==> src/rtl/pass_lock_fsm.sv <==
// pass_lock_fsm: password-gated access controller.
//
// A session starts when req rises. The first confirm edge presents the
// password. On a match, the next confirm edge presents a direction word.
// That word enables the right channel (bit 0 = 0) or the left channel
// (bit 0 = 1) and is latched on dout. Dropping req aborts the session.
// While in WAIT_PASS or GRANTED, an inactivity timer sends the FSM to
// DENIED if no confirm edge arrives in time.
//
// Build option: define LOCKOUT_EN to add the wrong-attempt counter and the
// LOCKED state. Without it, fail_cnt and locked are tied to 0 and every
// password mismatch goes to DENIED.
//
// Ports:
//   clk        rising-edge clock
//   rst        asynchronous active-low reset
//   req        session request (level); low aborts the session
//   confirm    entry strobe; only its rising edge acts
//   pass_data  password or direction word
//   en_left    left channel enable
//   en_right   right channel enable
//   dout       latched direction word
//   state      current state encoding
//   locked     high while in LOCKED
//   fail_cnt   consecutive wrong-password count
module pass_lock_fsm #(
  parameter int unsigned       PASS_W         = 4,
  parameter logic [PASS_W-1:0] PASSWORD       = 4'b0101,
  parameter int unsigned       MAX_TRIES      = 3,
  parameter int unsigned       LOCK_CYCLES    = 16,
  parameter int unsigned       TIMEOUT_CYCLES = 64
) (
  input  logic                           clk,
  input  logic                           rst,
  input  logic                           req,
  input  logic                           confirm,
  input  logic [PASS_W-1:0]              pass_data,
  output logic                           en_left,
  output logic                           en_right,
  output logic [PASS_W-1:0]              dout,
  output logic [2:0]                     state,
  output logic                           locked,
  output logic [$clog2(MAX_TRIES+1)-1:0] fail_cnt
);

  localparam int unsigned FailW    = $clog2(MAX_TRIES + 1);
  // One timer serves both the inactivity timeout and the lockout count.
  localparam int unsigned TimerMax = (TIMEOUT_CYCLES > LOCK_CYCLES) ? TIMEOUT_CYCLES : LOCK_CYCLES;
  localparam int unsigned TimerW   = $clog2(TimerMax + 1);

  typedef enum logic [2:0] {
    StIdle     = 3'b000,
    StWaitPass = 3'b001,
    StGranted  = 3'b101,
    StDone     = 3'b110,
    StDenied   = 3'b111,
    StLocked   = 3'b100
  } state_e;

  state_e              state_q, state_d;
  logic [TimerW-1:0]   timer_q, timer_d;
  logic                confirm_q;
  logic                en_left_q, en_left_d;
  logic                en_right_q, en_right_d;
  logic [PASS_W-1:0]   dout_q, dout_d;
  logic                conf_edge;
  logic                timeout_hit;

`ifdef LOCKOUT_EN
  logic [FailW-1:0]    fail_q, fail_d;
  logic                locked_q, locked_d;
`endif

  assign conf_edge   = confirm & ~confirm_q;
  assign timeout_hit = (timer_q == TimerW'(TIMEOUT_CYCLES - 1));

  always_comb begin
    state_d    = state_q;
    timer_d    = timer_q;
    en_left_d  = en_left_q;
    en_right_d = en_right_q;
    dout_d     = dout_q;
`ifdef LOCKOUT_EN
    fail_d     = fail_q;
`endif

    // A dropped req overrides a confirm edge and a timeout. LOCKED is the
    // one state that keeps running without req.
    if (!req && (state_q != StLocked)) begin
      state_d    = StIdle;
      en_left_d  = 1'b0;
      en_right_d = 1'b0;
      dout_d     = '0;
    end else begin
      unique case (state_q)
        StIdle: begin
          state_d = StWaitPass;
        end
        StWaitPass: begin
          if (conf_edge) begin
            if (pass_data == PASSWORD) begin
              state_d = StGranted;
`ifdef LOCKOUT_EN
              fail_d  = '0;
`endif
            end else begin
`ifdef LOCKOUT_EN
              fail_d  = fail_q + FailW'(1);
              state_d = (fail_d == FailW'(MAX_TRIES)) ? StLocked : StDenied;
`else
              state_d = StDenied;
`endif
            end
          end else if (timeout_hit) begin
            state_d = StDenied;
          end else begin
            timer_d = timer_q + TimerW'(1);
          end
        end
        StGranted: begin
          if (conf_edge) begin
            if (pass_data[0]) begin
              en_left_d  = 1'b1;
            end else begin
              en_right_d = 1'b1;
            end
            dout_d  = pass_data;
            state_d = StDone;
          end else if (timeout_hit) begin
            state_d = StDenied;
          end else begin
            timer_d = timer_q + TimerW'(1);
          end
        end
        StDone: begin
          // Hold the granted channel until req drops.
        end
        StDenied: begin
          en_left_d  = 1'b0;
          en_right_d = 1'b0;
          dout_d     = '0;
        end
        StLocked: begin
`ifdef LOCKOUT_EN
          if (timer_q == TimerW'(LOCK_CYCLES - 1)) begin
            state_d = StIdle;
            fail_d  = '0;
          end else begin
            timer_d = timer_q + TimerW'(1);
          end
`else
          state_d = StIdle;
`endif
        end
        default: begin
          state_d = StIdle;
        end
      endcase
    end

    // Every state entry restarts the timer.
    if (state_d != state_q) begin
      timer_d = '0;
    end
  end

`ifdef LOCKOUT_EN
  always_comb begin
    locked_d = (state_d == StLocked);
  end
`endif

  always_ff @(posedge clk or negedge rst) begin
    if (!rst) begin
      state_q    <= StIdle;
      timer_q    <= '0;
      confirm_q  <= 1'b0;
      en_left_q  <= 1'b0;
      en_right_q <= 1'b0;
      dout_q     <= '0;
    end else begin
      state_q    <= state_d;
      timer_q    <= timer_d;
      confirm_q  <= confirm;
      en_left_q  <= en_left_d;
      en_right_q <= en_right_d;
      dout_q     <= dout_d;
    end
  end

`ifdef LOCKOUT_EN
  always_ff @(posedge clk or negedge rst) begin
    if (!rst) begin
      fail_q   <= '0;
      locked_q <= 1'b0;
    end else begin
      fail_q   <= fail_d;
      locked_q <= locked_d;
    end
  end

  assign fail_cnt = fail_q;
  assign locked   = locked_q;
`else
  assign fail_cnt = '0;
  assign locked   = 1'b0;
`endif

  assign state    = state_q;
  assign en_left  = en_left_q;
  assign en_right = en_right_q;
  assign dout     = dout_q;

endmodule

==> config.mk <==
export PLATFORM = sky130hd
export DESIGN_NAME = pass_lock_fsm
export DESIGN_NICKNAME = d
export VERILOG_FILES = /design/src/rtl/pass_lock_fsm.sv
export SDC_FILE = /design/constraint.sdc
export NUM_CORES = 1
export LEC_CHECK = 0
export BUFFER_PORTS_ARGS = -buffer_cell sky130_fd_sc_hd__clkbuf_2
export CAP_MARGIN = 20
export CORE_MARGIN = 1
export CORE_UTILIZATION = 30
export DETAILED_ROUTE_END_ITERATION = 8
export PLACE_DENSITY = 0.6
export SLEW_MARGIN = 10
export SYNTH_ARGS = -nofsm -noshare
export SYNTH_HDL_FRONTEND = slang
export SYNTH_SLANG_ARGS = --single-unit
export TNS_END_PERCENT = 5
==> constraint.sdc <==
create_clock -name clk -period 2.5 [get_ports clk]
set_clock_uncertainty 0.2 [all_clocks]
set_input_delay 0.5 -clock clk [delete_from_list [all_inputs] [get_ports clk]]
set_output_delay 0.5 -clock clk [all_outputs]
set_load 0.02 [all_outputs]
======== After elaboration in Yosys (flattened, before gate mapping) ========
Index checks and enable logic that the tools add are counted.
word-level totals
  bits in registers ....................... 17
  latch bits .............................. 0
  RAM bits ................................ 0
  ROM bits ................................ 0
  bits of input ports ..................... 8
  output and inout port bits .............. 12
  word-level logic and storage cells ...... 56
  memories kept ........................... 0
operators by class
  add/subtract/negate cells ............... 1
  multiply operators ...................... 0
  divide/modulo/power cells ............... 0
  $lt $le $gt $ge ......................... 0
  equal/unequal tests ..................... 14
  shift-type cells ........................ 0
  mux-type cells .......................... 22
  bitwise operators ....................... 2
  reductions and logical operators ........ 11
operators by type and width
  operator                                               number
  two-way mux 7 bit                                      5
  two-way mux 3 bit                                      4
  inequality test 3 bit, second input constant           4
  one-hot mux 3 bit (4 select lines)                     1
  == test 3 bit, second input constant                   3
  two-way mux 4 bit                                      2
  one-hot mux 4 bit (2 select lines)                     1
  adder 7 x 1 -> 7 bit, second input constant            1
  == test 7 x 6 -> 1 bit, second input constant          1
  two-way mux 1 bit                                      6
  inequality test 2 x 1 -> 1 bit, second input constant  3
  AND reduction 3 bit                                    2
  == test 4 x 3 -> 1 bit, second input constant          1
  one-hot mux 1 bit (2 select lines)                     2
  AND reduction 4 bit                                    1
  OR reduction 2 bit                                     2
  == test 3 x 1 -> 1 bit, second input constant          1
  logical NOT 3 bit                                      1
  inequality test 3 bit                                  1
  nonzero test 3 bit                                     1
  two-way mux 2 bit                                      1
  AND reduction 2 bit                                    1
  nonzero test 2 bit                                     1
  AND 1 bit                                              1
  other kinds (3)                                        3

======== Depth between registers and ports, before layout ========
Gate-level depths: netlist of run 1.
  depth in word-level cells ............... 8
  mapped depth ............................ 5
  gate-level depth less buffers ........... 5

======== Least setup slack after synthesis of run 1 ========
OpenSTA, ideal clock, no wires.
  kind .................................... reg-to-reg
  start point ............................. register timer_q[0]
  end point ............................... register timer_q[5]
  library setup time ...................... 0.082 ns
  data arrival time ....................... 1.652 ns
  data required time ...................... 2.218 ns
  path slack .............................. 0.566 ns
  cell stages (with the launch flop) ...... 6
  path buffers ............................ 0
  clock period less this slack ............ 1.934 ns
  path through ............................ dfrtp_1 -> ha_1 -> and4_4 -> a211o_4 -> or3_1 -> a31oi_1
on the way
  word-level cells in the longest chain between the ends .. 8
  elaborated cells between the ends (all ways) .. 18
  classes of those cells .................. add/sub: 1; eq/ne: 5; mux: 10; reduce/logical: 2
RTL lines
  what                                                                                          RTL line  RTL
  start: declaration                                                                            61        logic [TimerW-1:0] timer_q, timer_d;
  start signal: assignment                                                                      183       timer_q <= timer_d;
  == test 7 x 6 -> 1 bit                                                                        75        assign timeout_hit = (timer_q == TimerW'(TIMEOUT_CYCLES - 1));
  two-way mux 3 bit                                                                             114, 129
  two-way mux 3 bit, on equally long branches                                                   121, 100
  one-hot mux 3 bit (4 select lines)                                                            95        unique case (state_q)
  two-way mux 3 bit                                                                             89        if (!req && (state_q != StLocked)) begin
  inequality test 3 bit                                                                         162       if (state_d != state_q) begin
  inequality test 2 x 1 -> 1 bit (no source line) / nonzero test 2 bit (equally long branches)  -
  AND reduction 4 bit (no source line)                                                          -
Parallel ways exist; a longest one is shown, timed or not. The select of a mux whose other input is x is not followed.
A chain may end at the register's enable or synchronous reset.

======== Final worst setup path of run 1 ========
  start point ............................. register timer_q[0]
  end point ............................... register timer_q[3]
The elaborated chain is that of the path after synthesis.

==> results of run 1 <==
metrics by stage:
| step | util [%] | hold WS, ns |
|---|---|---|
| floorplan | - | 0.00441 |
| global placement | 35.4 | 0.257 |
| detailed placement | 35.4 | 0.263 |
| CTS | 36.6 | 0.105 |
| global route | 36.6 | 0.0978 |
| finish | 36.6 | 0.121 |
worst max-delay path, delay by kind of cell (launching register included):
kind,cells,cell delay (ns)
AOI/OAI and AO/OA,2,0.80
DFF,1,0.42
and+or+nand+nor,2,0.37
adders and majority gates,1,0.26
final cells by class:
class | instances | share of cell area (%)
well taps | 44 | 4.85
flip-flops and latches | 17 | 37.4
repair buffers | 17 | 7.93
multi-input cells | 75 | 45.7
clock buffers | 3 | 1.98
clock inverters | 1 | 0.441
inverters | 5 | 1.65
power by group through the flow:
stage	clock (W)	sequential (W)	combinational, W
2_1_floorplan	0	0.000313	0.0000602
3_5_place_dp	0	0.000304	0.0000969
4_1_cts	0.000165	0.000299	0.0000985
6_report	0.000153	0.000299	0.0000975
3_3_place_gp	0	0.000304	0.0000953
5_1_grt	0.000174	0.000301	0.000109
cell families after synthesis:
kind of cell | count (synthesis) | synth area share, %
fa+ha+maj | 1 | 1.25
mux | 1 | 1.13
compound gates | 26 | 21.5
flops | 17 | 42.6
other cells | 1 | 0.375
buf+inv | 12 | 6.26
simple gates | 44 | 26.9
per-layer routing:
layer  global-route usage (%)  up-vias  part of all wire, %
li1                         -      404                    -
met1                     14.9      398                   48
met2                     21.4       21                   47
met3                     4.11        0                  5.7
met4                     1.99        0                    0
met5                        0        -                    0
cells in the final DEF (no fill, tap or decap), drive strengths merged, types with 2 or more instances in the layout:
cell	count
clkbuf	19
dfrtp	17
nand3	12
a21oi	7
inv	5
nand2	5
nand2b	4
or3	4
o211ai	3
nor2b	3
nor2	3
a22o	3
a31oi	3
conb	3
o21ai	3
nand3b	3
and3	2
registers in the layout (all words and copies together) (netlist names):
signal / count
state: 3
timer_q: 7
dout: 4
confirm_q: 1
en_left: 1
en_right: 1
worst paths after layout:
kind,from,end,depth (start not counted)
worst max-delay path,timer_q[0],timer_q[3],5
worst min-delay path,confirm,confirm_q,1
worst max register to register,timer_q[0],timer_q[3],5
worst min register to register,dout[1],dout[1],1
max in group asynchronous,rst,timer_q[2],2
min in group asynchronous,rst,en_left,2
timing repair:
action,in CTS,in global routing
hold buffers,1,0
buffers inserted,0,0
endpoints found under the setup margin,0,0
endpoints found under the hold margin,17,0
==> metrics.cfg, run 1 <==
[timing]
relSlewSlack_pct = 56.5
tightestPinTransition_ns = 0.651
min_period_ns = 2.13
setup_tns_ns = 0
drv_slew = 0
grt_setup_unrepaired = false
setup_ws_ns = 0.367
setup_viol = 0
hold_viol = 0
fmax_mhz = 469
finalCritPeriodShare_pct = 85.3

[pwr]
p_sw_share_pct = 30.5
leakage_nw = 0.508
powerDensity_nw_per_um2 = 484
combPwrFrac_pct = 17.7
power_w = 0.000550
p_int_w = 0.000382
p_sw_w = 0.000168
ir_worst_vdd_uv = 196
clkPwrFrac_pct = 27.9
power_frac_seq_pct = 54.4

[place]
port_buffers = 16
dp_slack_ns = 0.191
dp_hpwl_um = 1500
dpl_cell_area_sq_um = 1100
place_congestion = 0.817
placed_cells = 157

[worst_setup_path]
worst-setup-path-type = reg2reg
cp-end-kind = register
crit_chain = ha_1 -> and4_4 -> a211oi_2 -> nand2b_1 -> a311oi_2
cpPeakStageDelay_ns = 0.52
rrSetupSlack_ns = 0.37
required_ns = 2.51
critPathMaxFanout = 8
cpMaxStageDelayCell = a211oi_2
critPathArrivalTime_ns = 2.14
start_kind = register

[routing]
drt-total-wl_um = 2010
drt-pass1-iter-count = 4
num_vias = 823
routedWlPerCell_um = 12.4
detail_route.vias_per_cell = 5.08
ant_nets = 0
drt_iter0_markers = 18
drc_errors = 0

[finish]
antenna_cells = 0
stdcell_count = 162
multi_input_area_sq_um = 519
nets = 128
synthToLayoutAreaGrowth_pct = 13.6
layout-drive-gt1-share_pct = 26.3
ff_latch_area_sq_um = 425
fill_cells = 347
fin_area_sq_um = 1140

[die]
core_sq_um = 3100
die_y_um = 59.7
rows = 20
die_w_um = 59.7
die-area_sq_um = 3570
start_util_pct = 32.2
ios = 20

[clock_tree]
clk_transition_reported_paths_ns = 0.11
htreeDepth = 1
cts_buffers = 3
cts_sinks = 17
cts.path.max_buffers = 2
cts_tree = done
clkLatencyLatePin_ns = 0.30
post_cts_resized = 0
clock_tree.root_cell = clkbuf_4

[synthesis]
yosys_warnings = 0
synthDistinctLibCells = 38
netlist_area_sq_um = 1000
synth.avg_cell_area_sq_um = 9.80
synth.area.top_cells = dfrtp_1 43%, nand3_1 6.0%, a21oi_1 3.5%, buf_4 3.0%, o311ai_4 2.6%
synth_edf_count = 0
synth_top_area_share_pct = 42.6
yosysMostFrequentCell = dfrtp_1
synth-seq-cells = 17
yosys-top-cells-count = 17 x dfrtp_1, 12 x nand3_1, 7 x a21oi_1
synthCells = 102
async_reset_ff_share_pct = 100
seq_area_frac_synth_pct = 42.6
yosys.area.top_type = dfrtp_1
synth_flop_cell = dfrtp_1

[grt]
track_usage_pct = 12.3
antenna_found_initial = 0
gr-total-overflow = 0
grt_max_degree = 18
grt_pass1_vias = 789
grt_first_pass_wirelength_um = 3350

[outcome]
outcome = completed

[min_path]
hp-class = in2reg

[job]
maxCapViolations = 0

(Power assumes the default switching activity.)
==> run 2: changes to the inputs <==
- PLACE_DENSITY: 0.6 -> 0.5
==> metrics.cfg, run 2 (synthesis gave the netlist of run 1 again) <==
[pwr]
combPwrFrac_pct = 17.9  ; +0.2 points
p_sw_w = 0.000162  ; -3.5%
clkPwrFrac_pct = 27.1  ; -0.8 points
ir_worst_vdd_uv = 173  ; -12%
p_int_w = 0.000382  ; about the same
p_sw_share_pct = 29.7  ; -0.75 points
power_frac_seq_pct = 55.0  ; +0.6 points
leakage_nw = 0.508  ; unchanged
powerDensity_nw_per_um2 = 479  ; -1.1%

[min_path]
hp-class = in2reg

[finish]
final_common_cell = dfrtp_1
synthToLayoutAreaGrowth_pct = 13.6  ; unchanged
layout-drive-gt1-share_pct = 26.3  ; unchanged
largest_reg_flops = 7  ; unchanged
nets = 128  ; unchanged
mostFrequentLayoutCells = 17 x dfrtp_1, 16 x clkbuf_2, 12 x nand3_1
antenna_cells = 0  ; unchanged
top_register = timer_q

[grt]
antenna_found_initial = 0  ; unchanged
grt_first_pass_wirelength_um = 3440  ; +2.7%
grt_pass1_vias = 734  ; -7.0%
grt_max_degree = 18  ; unchanged
gr-total-overflow = 0  ; unchanged
track_usage_pct = 13.2  ; +0.89 points

[clock_tree]
cts_buffers = 3  ; unchanged
cts_sinks = 17  ; unchanged
post_cts_resized = 0  ; unchanged
cts_tree = done
cts_setup_buffers = 0  ; unchanged
htreeDepth = 1  ; unchanged
cts.path.max_buffers = 2  ; unchanged
clkLatencyLatePin_ns = 0.29  ; about the same
clock_tree.root_cell = clkbuf_4
clk_transition_reported_paths_ns = 0.10  ; about the same

[timing]
setup_ws_ns = 0.390  ; +0.0227 ns
relSlewSlack_pct = 55.9  ; -0.56 points
setup_viol = 0  ; unchanged
fmax_mhz = 474  ; +1.1%
min_period_ns = 2.11  ; -0.0227 ns
hold_viol = 0  ; unchanged
tightestPinTransition_ns = 0.660  ; +0.00842 ns
drv_slew = 0  ; unchanged
setup_tns_ns = 0  ; unchanged
grt_setup_unrepaired = false
finalCritPeriodShare_pct = 84.4  ; -0.91 points

[die]
ios = 20  ; unchanged
die_w_um = 59.7  ; unchanged
die_y_um = 59.7  ; unchanged
start_util_pct = 32.2  ; unchanged
die-area_sq_um = 3570  ; unchanged
rows = 20  ; unchanged
core_sq_um = 3100  ; unchanged

[outcome]
outcome = completed

[place]
port_buffers = 16  ; unchanged
place_congestion = 0.747  ; -8.6%
dp_hpwl_um = 1550  ; +3.8%
dp_slack_ns = 0.182  ; -0.00886 ns

[routing]
wl_met3_um = 98  ; -15%
detail_route.vias_per_cell = 5.07  ; -0.12%
drt-pass1-iter-count = 4  ; unchanged
drt-total-wl_um = 2100  ; +4.7%
routedWlPerCell_um = 13.0  ; +4.7%
wl_met1_um = 1040  ; +8.5%
highest_layer = met4
num_vias = 822  ; -0.12%
drt_iter0_markers = 25  ; +7
dr_wl_met2_um = 925  ; -1.1%
drc_errors = 0  ; unchanged
ant_nets = 0  ; unchanged

[worst_setup_path]
critPathArrivalTime_ns = 2.11  ; -0.03 ns
critPathTopFamily = compound AO/OA/AOI/OAI gates
cp-end-kind = register
start_kind = register
required_ns = 2.50  ; about the same
critPathMaxFanout = 8  ; unchanged
path_buf_inv = 0  ; unchanged
worst-setup-path-type = reg2reg
cpPeakStageDelay_ns = 0.50  ; -0.02 ns
crit_chain = ha_1 -> and4_4 -> a211oi_2 -> nand2b_1 -> a311oi_2
rrSetupSlack_ns = 0.39  ; +0.02 ns
cpMaxStageDelayCell = a211oi_2

[job]
maxCapViolations = 0  ; unchanged

run 2: stage by stage:
stage | hold WS [ns] | power (W) | utilization, % | cell area (sq um) | instances
3_5_place_dp | 0.268 | 0.000402 | 35.4 | 1100 | 157
3_3_place_gp | 0.268 | 0.000401 | 35.4 | 1100 | 157
2_1_floorplan | 0.00441 | 0.000373 | - | 1010 | 104
5_1_grt | 0.141 | 0.000580 | 36.6 | 1140 | 162
4_1_cts | 0.131 | 0.000558 | 36.6 | 1140 | 162
6_report | 0.147 | 0.000544 | 36.6 | 1140 | 162
run 2: final cells by class:
cell class / instances / area [sq um]
clock buffer: 3 / 22.5
clock inverter: 1 / 5.00
fill: 359 / 1970
inverter: 5 / 18.8
multi-input combinational: 75 / 519
sequential: 17 / 425
tap: 44 / 55.1
timing repair buffer: 17 / 90.1
run 2: worst reg2reg max path, delay by kind of cell (launching register included):
kind	cells	cell delay, ns
adders and majority gates	1	0.26
DFF	1	0.42
and+or+nand+nor	2	0.36
AOI/OAI and AO/OA	2	0.78
run 2: worst paths after layout:
| check | depth (start not counted) | from | end |
|---|---|---|---|
| min in group asynchronous | 2 | rst | en_left |
| min reg2reg | 1 | dout[0] | dout[0] |
| max reg2reg | 5 | timer_q[0] | timer_q[3] |
| max | 5 | timer_q[0] | timer_q[3] |
| max in group asynchronous | 2 | rst | timer_q[3] |
| min | 1 | confirm | confirm_q |
run 2: power groups by stage:
stage	clock (W)	combinational, W	sequential (W)
2_1_floorplan	0	0.0000602	0.000313
3_3_place_gp	0	0.0000967	0.000304
3_5_place_dp	0	0.0000976	0.000304
4_1_cts	0.000160	0.0000986	0.000299
5_1_grt	0.000170	0.000109	0.000302
6_report	0.000147	0.0000972	0.000299
run 2: what timing repair did:
| action | in CTS | in global routing |
|---|---|---|
| endpoints found under the setup margin | 0 | 0 |
| hold buffers | 1 | 0 |
| hold endpoints to repair | 17 | 0 |
run 2: routing by layer:
metal	track usage, %	up-vias
met1	18.4	392
met2	18.9	23
met3	4.33	4
met5	0	-
li1	-	403
met4	4.65	0
